==> src/rtl/wheel_brake.sv <==
// Spinning LED wheel that brakes over a random number of steps with growing intervals.
// Optional `WHEEL_DIR_EN adds dir_i to select decrementing advances.
module wheel_brake #(
    parameter int N_POS     = 8,
    parameter int POS_W     = 3,
    parameter int RAND_W    = 4,
    parameter int MIN_STEPS = 4,
    parameter int DIV_W     = 4,
    parameter int DIV_INC   = 1
) (
    input  logic              clk_i,
    input  logic              rst_i,
    input  logic              tick_i,
    input  logic              stop_i,
`ifdef WHEEL_DIR_EN
    input  logic              dir_i,
`endif
    input  logic [RAND_W-1:0] rand_i,
    output logic [POS_W-1:0]  pos_o,
    output logic              running_o,
    output logic              done_o
);

    localparam int MAX_DIV = 2**DIV_W - 1;

    typedef enum logic [1:0] {RUN, BRAKE, STOPPED} state_t;

    state_t              state, state_nxt;
    logic [RAND_W:0]     steps, steps_nxt;
    logic [DIV_W-1:0]    div, div_nxt, div_grown;
    logic [DIV_W-1:0]    tcnt, tcnt_nxt;
    logic [DIV_W:0]      div_sum;
    logic [POS_W-1:0]    pos_nxt, pos_adv;
    logic                running_nxt, done_nxt;
    logic                dec, step_due;

`ifdef WHEEL_DIR_EN
    assign dec = dir_i;
`else
    assign dec = 1'b0;
`endif

    always_comb begin
        if (dec)
            pos_adv = (pos_o == '0) ? POS_W'(N_POS - 1) : pos_o - 1'b1;
        else
            pos_adv = (pos_o == POS_W'(N_POS - 1)) ? '0 : pos_o + 1'b1;
    end

    // A tick completes the current brake interval once tcnt+1 reaches div.
    assign step_due  = (({1'b0, tcnt} + 1'b1) == {1'b0, div});
    assign div_sum   = {1'b0, div} + (DIV_W + 1)'(DIV_INC);
    assign div_grown = (div_sum > (DIV_W + 1)'(MAX_DIV)) ? DIV_W'(MAX_DIV) : div_sum[DIV_W-1:0];

    // NOTE: sequential state uses non-blocking assignments so every register
    // samples the pre-edge values regardless of statement order.
    always_ff @(posedge clk_i or posedge rst_i) begin
        if (rst_i) begin
            state     <= RUN;
            pos_o     <= '0;
            running_o <= 1'b1;
            done_o    <= 1'b0;
            steps     <= '0;
            div       <= DIV_W'(1);
            tcnt      <= '0;
        end else begin
            state     <= state_nxt;
            pos_o     <= pos_nxt;
            running_o <= running_nxt;
            done_o    <= done_nxt;
            steps     <= steps_nxt;
            div       <= div_nxt;
            tcnt      <= tcnt_nxt;
        end
    end

    always_comb begin
        state_nxt = state;
        case (state)
            RUN:     if (stop_i) state_nxt = BRAKE;
            BRAKE: begin
                if (!stop_i)
                    state_nxt = RUN;
                else if (tick_i && step_due && steps == (RAND_W + 1)'(1))
                    state_nxt = STOPPED;
            end
            STOPPED: if (!stop_i) state_nxt = RUN;
            default: state_nxt = RUN;
        endcase
    end

    // NOTE: every variable gets a hold default before the case, so no path
    // leaves one unassigned and no latch is inferred.
    always_comb begin
        pos_nxt     = pos_o;
        steps_nxt   = steps;
        div_nxt     = div;
        tcnt_nxt    = tcnt;
        running_nxt = (state_nxt != STOPPED);
        done_nxt    = (state == BRAKE) && (state_nxt == STOPPED);
        case (state)
            RUN: begin
                if (stop_i) begin
                    steps_nxt = {1'b0, rand_i} + (RAND_W + 1)'(MIN_STEPS);
                    div_nxt   = DIV_W'(1);
                    tcnt_nxt  = '0;
                end else if (tick_i) begin
                    pos_nxt = pos_adv;
                end
            end
            BRAKE: begin
                if (!stop_i) begin
                    steps_nxt = '0;
                    div_nxt   = DIV_W'(1);
                    tcnt_nxt  = '0;
                end else if (tick_i) begin
                    if (step_due) begin
                        pos_nxt   = pos_adv;
                        tcnt_nxt  = '0;
                        div_nxt   = div_grown;
                        steps_nxt = steps - 1'b1;
                    end else begin
                        tcnt_nxt = tcnt + 1'b1;
                    end
                end
            end
            default: ;
        endcase
    end

endmodule

==> config.mk <==
export PLATFORM = sky130hd
export DESIGN_NAME = wheel_brake
export DESIGN_NICKNAME = d
export VERILOG_FILES = /design/src/rtl/wheel_brake.sv
export SDC_FILE = /design/constraint.sdc
export NUM_CORES = 1
export LEC_CHECK = 0
export BUFFER_PORTS_ARGS = -buffer_cell sky130_fd_sc_hd__clkbuf_2
export CAP_MARGIN = 5
export CELL_PAD_IN_SITES_DETAIL_PLACEMENT = 1
export CELL_PAD_IN_SITES_GLOBAL_PLACEMENT = 2
export CORE_ASPECT_RATIO = 1.5
export CORE_MARGIN = 2
export CORE_UTILIZATION = 40
export CTS_CLUSTER_DIAMETER = 50
export DETAILED_ROUTE_END_ITERATION = 7
export GPL_ROUTABILITY_DRIVEN = 0
export MAX_ROUTING_LAYER = met4
export PLACE_DENSITY_LB_ADDON = 0.25
export SLEW_MARGIN = 30
export SYNTH_ARGS = -nofsm -noshare
export SYNTH_HDL_FRONTEND = slang
export SYNTH_SLANG_ARGS = --single-unit
export TNS_END_PERCENT = 100
==> constraint.sdc <==
create_clock -name clk_i -period 6.7 [get_ports clk_i]
set_input_delay 0.67 -clock clk_i [delete_from_list [all_inputs] [get_ports clk_i]]
set_output_delay 0.67 -clock clk_i [all_outputs]
set_load 0.005 [all_outputs]
==> results by stage, run 1 <==
Logic synthesis:
- In the synthesized netlist the dominant register cell turns out to be sky130_fd_sc_hd__dfrtp_1.
- Summed over all instances, the cell type with the most area after synthesis is sky130_fd_sc_hd__dfrtp_1.
- The share of the Yosys chip area taken by registers is 39.92%.
- Yosys attributes the largest share of cell area to sky130_fd_sc_hd__dfrtp_1 36%, sky130_fd_sc_hd__ha_1 7.9%, sky130_fd_sc_hd__dfstp_2 4.2%.
- The number of synthesized register bits is 20.
- Summing every instance area after synthesis gives 0.001260 mm^2.
- A synthesized cell averages 10.16 um^2.
- Counting distinct cell types in the post-synthesis netlist gives 44.
- The number of nets in the synthesized netlist is 140.
- Counting flops with a built-in enable in the synthesized netlist gives 0.
- The share of Yosys cell area claimed by the top area cell type is 35.75%.
- Synthesis handed over a netlist of 124 instances.
- The proportion of register bits with asynchronous set or reset after synthesis is 100.0%.
- Yosys printed 0 warnings.

Floorplan:
- The effective utilization at floorplan is 41.10%.
- The x dimension of the die is 49.83 um.
- The total core area is 0.003065 mm^2.
- The number of top-level design ports is 13.
- The die height is 72.74 um.
- The die footprint is 0.003624 mm^2.
- After floorplanning, the core was divided into 25 placement rows.

Pwr:
- The reported leakage power is 0.0006717 uW.
- The total power divided by cell area is 420.4 mW/mm^2.
- The worst-case IR drop observed on VDD is 0.1699 mV.
- The design draws 593.8 uW.

CTS:
- The clock drives 20 sinks.
- The maximum buffer depth of the clock tree is 2.
- The root buffer cell is sky130_fd_sc_hd__clkbuf_8.
- The number of buffers inserted during clock tree synthesis is 3.
- In this run, post-CTS hold repair placed 0 buffers.
- The buffers inserted during post-CTS setup optimization is 0.
- Clock-pin slew was measured on the worst setup and hold paths at 0.08 ns.
- The later-pin clock latency in the skew report is 0.26 ns.
- Once the clock tree was built, the resizer swapped 0 gates to a different size.
- In this run the number of H-tree levels came out at 1.
- TritonCTS built the clock tree.

Layout:
- The final layout contains 154 nets.
- In the layout the commonest cells are 18 x sky130_fd_sc_hd__dfrtp_1, 12 x sky130_fd_sc_hd__clkbuf_2, 11 x sky130_fd_sc_hd__nor2_1, 10 x sky130_fd_sc_hd__nand2_1.
- Leaving out fill and tap cells, the most frequent cell in the layout is sky130_fd_sc_hd__dfrtp_1.
- In the final layout, the share of cells above drive strength 1 is 21.17%.
- The total inserted antenna cells is 0.
- The synthesis-to-finish area growth is 12.11%.
- Counting the fill cells in the layout gives 374.

Timing:
- Clock skew on the completed layout was measured at 0.005123 ns.
- The achievable frequency is 0.4069 GHz.
- The worst slew margin relative to its limit is 47.91%.
- The number of pins exceeding their max-slew limit in the final report came to 0.
- Setup repair after global routing left no endpoint under its margin.
- The pin slew with the least headroom to its limit is 0.7805 ns.
- Setup violations remaining at the end of the flow were counted as 0.
- After routing, the total negative slack on setup checks comes to 0 ns.
- Counting I/O delays and the setup requirement, the final critical path takes 2.458 ns.
- The hold violation total from the final report was 0.
- The final period utilization is 36.68%.

Global route:
- The initial antenna violation count is 0.
- The pin count of the biggest net entering global routing is 21.
- The via count of the first global-routing pass is 1172.
- The global router's overall resource usage is 20.17%.
- Global routing finished with a remaining overflow of 0.
- The global-route wire length before repair is 5416 um.

Setup path:
- The worst flop-to-flop path startpoint is tcnt[0].
- The startpoint class of the critical path is a register.
- The setup path with the least slack is of type register to register.
- STA classifies the critical path endpoint as a register.
- In this run the worst path has a maximum fanout of 10.
- In this run the worst setup path begins at tcnt[0].
- The required time reported for the critical path endpoint is 6.85 ns.
- The slack of the worst reg-to-reg path is 4.24 ns.
- The data arrival at the endpoint of the critical path is 2.61 ns.

Hold path:
- The type of the most critical hold path is input port to asynchronous set/reset pin.

Placement:
- The number of input and output port buffers inserted is 12.
- Once detailed placement completed, the half-perimeter wirelength came to 2326 um.

Status:
- The flow ran to the end, and the final reports show no timing, DRC or antenna violations.

Drt:
- The post-detailed-route count of antenna-violating nets is 0.
- In the routed layout, each cell is associated on average with a via count of 5.706.
- The number of iterations in the first detailed-routing pass is 4.
- The post-detailed-routing wire length is 3094 um.
- The number of design rule violations left after detail routing is 0.
- For this block, the initial DRC count from the detailed router was 21.
- Across all layers, the routed design uses 1010 vias.
- After detailed routing, the average wire length per cell comes to 17.48 um.

Job:
- The max-capacitance violation count is 0.
==> state kept, by name, indices dropped and copies added (netlist names) <==
| name | count |
|---|---|
| state | 2 |
| steps | 5 |
| tcnt | 4 |
| div | 4 |
| pos_o | 3 |
| running_o | 1 |
| done_o | 1 |
==> cell families after synthesis <==
kind of cell	share of synthesized area [%]
buf+inv	3.376
compound gates	16.88
simple gates	18.77
fa+ha+maj	7.945
mux	6.951
xor+xnor	6.157
flops	39.92
==> final timing paths <==
path / end / cells after the start
max: div[1] / 6
min: steps[1] / 2
max reg2reg: div[1] / 6
min reg2reg: pos_o[1] / 1
max in group asynchronous: div[1] / 2
min in group clk_i: pos_o[1] / 1
==> through the flow <==
stage / hold slack, ns / instance area [um^2] / utilization [%] / setup slack (ns) / std cells
after CTS: 0.5576 / 1413 / 46.08 / 4.251 / 177
final: 0.5256 / 1413 / 46.08 / 4.242 / 177
after global placement: 0.5256 / 1358 / 44.29 / 4.339 / 173
after floorplan: 0.5223 / 1260 / - / 4.494 / 124
after detailed placement: 0.5357 / 1358 / 44.29 / 4.264 / 173
after global routing: 0.5649 / 1413 / 46.08 / 4.129 / 177
==> area by class of cell <==
type	instances	area [um^2]	share of cell area [%]
repair buffers	12	60.06	4.252
flip-flops and latches	20	503.0	35.61
clock buffers	4	55.05	3.897
inverters	8	30.03	2.126
well taps	40	50.05	3.543
multi-input cells	93	714.4	50.58
==> layer usage <==
metal / global-route usage [%] / share of wire (%) / vias to the layer above
met5: - / 0 / -
met3: 1.434 / 2.0 / 4
met2: 37.04 / 55 / 14
met1: 21.99 / 41 / 520
li1: - / - / 472
met4: 8.951 / 1.4 / 0
==> cells in the mapped netlist (2+ instances only) <==
cell and number:
sky130_fd_sc_hd__dfstp_2 2, sky130_fd_sc_hd__xor2_1 3, sky130_fd_sc_hd__nand2b_1 4, sky130_fd_sc_hd__nand3_1 6
sky130_fd_sc_hd__a211o_1 2, sky130_fd_sc_hd__inv_1 8, sky130_fd_sc_hd__nor2_1 11, sky130_fd_sc_hd__o41ai_1 2
sky130_fd_sc_hd__clkbuf_1 2, sky130_fd_sc_hd__mux2i_1 2, sky130_fd_sc_hd__mux2_4 3, sky130_fd_sc_hd__mux2_1 2
sky130_fd_sc_hd__xnor2_1 4, sky130_fd_sc_hd__nor3_1 3, sky130_fd_sc_hd__a21oi_1 4, sky130_fd_sc_hd__ha_1 8
sky130_fd_sc_hd__or3_1 2, sky130_fd_sc_hd__a2bb2oi_1 4, sky130_fd_sc_hd__nand2_1 10, sky130_fd_sc_hd__dfrtp_1 18
==> power breakdown <==
| group | leakage, uW | switching (uW) | internal (uW) |
|---|---|---|---|
| logic | 0.000388 | 164 | 125 |
| registers | 0.000255 | 49.0 | 162 |
| clock network | 0.0000288 | 41.6 | 52.3 |
==> critical path, stage by stage (launching register included) <==
cell	delay, ns
sky130_fd_sc_hd__dfrtp_1	0.44
sky130_fd_sc_hd__ha_1	0.35
sky130_fd_sc_hd__xor2_1	0.16
sky130_fd_sc_hd__a311oi_2	0.34
sky130_fd_sc_hd__nand3_2	0.28
sky130_fd_sc_hd__a21oi_4	0.44
sky130_fd_sc_hd__mux2_4	0.33
Note: power is estimated with default switching activity, not from simulation.
==> run 2: changes to the inputs <==
--- a/config.mk
+++ b/config.mk
@@ -11,7 +11,7 @@
 export CELL_PAD_IN_SITES_GLOBAL_PLACEMENT = 2
 export CORE_ASPECT_RATIO = 1.5
 export CORE_MARGIN = 2
-export CORE_UTILIZATION = 40
+export CORE_UTILIZATION = 33
 export CTS_CLUSTER_DIAMETER = 50
 export DETAILED_ROUTE_END_ITERATION = 7
 export GPL_ROUTABILITY_DRIVEN = 0
==> constraint.sdc (replaced) <==
create_clock -name clk_i -period 2.1 [get_ports clk_i]
set_input_delay 0.21 -clock clk_i [delete_from_list [all_inputs] [get_ports clk_i]]
set_output_delay 0.21 -clock clk_i [all_outputs]
set_load 0.005 [all_outputs]
==> run 2 against run 1 <==
Compared with the run above: total power grew to 3.7 times the previous value; clock power grew to 3.2 times the previous value; largest cell class unchanged; register-to-register slack worse by 4.2 ns; clock skew is 0.0042 ns lower; first-iteration DRC count is 4.8% higher.
==> results by stage, run 2 (synthesized netlist as in run 1, its figures left out) <==
Status:
- The run finished with clean final reports.

Drt:
- The total vias in the final route is 1062.
- After the first detailed-routing iteration, the DRC count stood at 22.
- The number of design rule violations left after detail routing is 0.
- The post-detailed-route via-to-cell ratio is 5.531.
- Summed over all layers, the routed wires come to 3133 um.
- The detail-routed net length per standard cell is 16.32 um.
- For this run, the detailed router's first-pass iteration total came to 4.
- The detail route stage leaves a number of antenna-violating nets equal to 0.

Setup path:
- The maximum fanout along the worst path is 8.
- The kind of end point of the critical path is a register.
- Tracing the worst setup path back leads to its startpoint at tcnt[1].
- STA puts the critical path data arrival time at 2.27 ns.
- In this run the critical register-to-register path is launched from tcnt[1].
- The worst register-to-register path has a setup slack of 0.004 ns.
- At the worst endpoint, the required time is 2.28 ns.
- The type of the worst setup path is register to register.
- Counting cells, the worst reg-to-reg path comes to 8.
- The startpoint class of the critical path is a register.

Placement:
- The placed cell area is 0.001436 mm^2.
- Buffers placed on the I/O ports in this run total 12.
- The HPWL after detailed placement is 2426 um.
- OpenSTA, run right after detailed placement, puts the worst setup slack at 0.006454 ns.

Layout:
- The final layout contains 166 nets.
- The multi-input combinational cells in the finished layout cover a total of 752.0 um^2.
- The synthesis-to-finish area growth is 22.84%.
- After routing the design area is 0.001548 mm^2.
- The number of antenna diodes in the final layout is 0.
- The largest registers in the layout are steps x5, div x4, tcnt x4.
- The register with the most flip-flops in the layout has 5 of them.
- The total of fill cells in the finished design is 423.
- The register ranked first by flip-flop count is steps.
- The final standard cell utilization of the core is 42.03%.
- The fraction of layout instances using a drive strength above 1 is 30.20%.
- The flip-flop and latch area is 503.0 um^2.
- Leaving out fill and tap cells, the most frequent cell in the layout is sky130_fd_sc_hd__dfrtp_1.
- The top cell types in the final layout, fill and taps aside, are 18 x sky130_fd_sc_hd__dfrtp_1, 12 x sky130_fd_sc_hd__clkbuf_2, 11 x sky130_fd_sc_hd__nor2_1, 11 x sky130_fd_sc_hd__buf_4, 10 x sky130_fd_sc_hd__nand2_1.

Pwr:
- Summed over all cells, the static leakage comes to 0.0007298 uW.
- VDD sags by at most 0.7111 mV.
- The total power divided by cell area is 1426 mW/mm^2.
- Total power for the finished layout comes to 2208 uW.

Timing:
- The clock period could shrink to 2.096 ns.
- Measured against its own limit, the worst slew margin works out to 45.37%.
- The hold violation total from the final report was 0.
- The pin slew with the least headroom to its limit is 0.8185 ns.
- After layout, the worst path uses 99.82% of the clock period.
- The final setup violation count is 0.
- The total negative setup slack is 0 ns.
- Setup repair after global routing could not meet its margin everywhere.
- On the final layout, the worst clock skew is 0.0009655 ns.
- The achievable frequency is 0.4771 GHz.
- The number of pins exceeding their max-slew limit in the final report is 0.
- The worst path meets setup with 0.003869 ns of slack.

Global route:
- The via count of the first global-routing pass is 1166.
- For this run the aggregate overflow at the end of global routing stands at 0.
- The first global-routing pass estimated 5354 um of wire.
- Entering global routing, the biggest net connects 21 pins.
- The initial antenna violation count is 0.
- Global routing consumed, over all layers together, 17.11% of the routing resources.

Hold path:
- The worst hold path belongs to the class input port to asynchronous set/reset pin.

Floorplan:
- The die covers 0.004338 mm^2.
- After floorplanning, the core was sized to cover 0.003682 mm^2.
- The number of top-level design ports is 13.
- The die height is 79.68 um.
- The effective utilization at floorplan is 34.22%.
- The total number of placement rows is 27.
- From left edge to right edge, the die measures 54.45 um.

CTS:
- CTS built an H-tree with a depth of 1.
- The root buffer cell is sky130_fd_sc_hd__clkbuf_8.
- The clock-pin slew of the registers on the worst-case setup and hold paths is 0.08 ns.
- The later-pin clock latency in the skew report is 0.26 ns.
- The total number of clock tree sinks is 20.
- The number of buffers inserted during clock tree synthesis is 3.
- The clock passes through at most 2 buffers.
- The CTS tree is done.

Job:
- The max-capacitance violation count is 0.
-- run 2: power by group --
| group | switching, uW | total [uW] | internal (uW) |
|---|---|---|---|
| combinational | 615 | 1250 | 635 |
| sequential | 142 | 658 | 515 |
| clock | 133 | 299 | 167 |
| total | 890 | 2210 | 1320 |
-- run 2: what timing repair did --
item                       CTS  global route
pin swaps                    0             3
setup endpoints to repair    4            15
hold buffers                 0             0
cloned                       0             0
buffers inserted             0             2
resized for setup            1             5
-- run 2: path summary, 6_finish.rpt --
path,end
worst max-delay path,steps[0]
worst min-delay path,tcnt[2]
worst max register to register,steps[0]
worst min register to register,pos_o[1]
max in group asynchronous,steps[4]
min in group clk_i,steps[1]
-- run 2: worst max-delay path, stage by stage (launching register included) --
cell,delay (ns)
sky130_fd_sc_hd__dfrtp_1,0.41
sky130_fd_sc_hd__ha_4,0.25
sky130_fd_sc_hd__xor2_1,0.14
sky130_fd_sc_hd__a311oi_2,0.31
sky130_fd_sc_hd__buf_4,0.18
sky130_fd_sc_hd__nand3_4,0.12
sky130_fd_sc_hd__a21oi_4,0.25
sky130_fd_sc_hd__buf_6,0.15
sky130_fd_sc_hd__mux2i_2,0.20
-- run 2: layer usage --
metal / global-route usage, % / share of wire [%]
met3: 2.622 / 3.2
met2: 30.12 / 55
met4: 4.750 / 1.5
met5: - / 0
met1: 19.32 / 40
-- run 2: through the flow --
| stage | hold WS [ns] | instances |
|---|---|---|
| 2_1_floorplan | 0.1723 | 124 |
| 3_3_place_gp | 0.3763 | 186 |
| 3_5_place_dp | 0.4049 | 186 |
| 4_1_cts | 0.1186 | 190 |
| 5_1_grt | 0.1514 | 192 |
| 6_report | 0.08104 | 192 |
-- run 2: layout make-up --
cell class | instances | share of cell area [%]
multi-input cells | 93 | 48.59
flip-flops and latches | 20 | 32.50
repair buffers | 24 | 9.943
clock buffers | 4 | 3.557
well taps | 43 | 3.476
inverters | 8 | 1.940
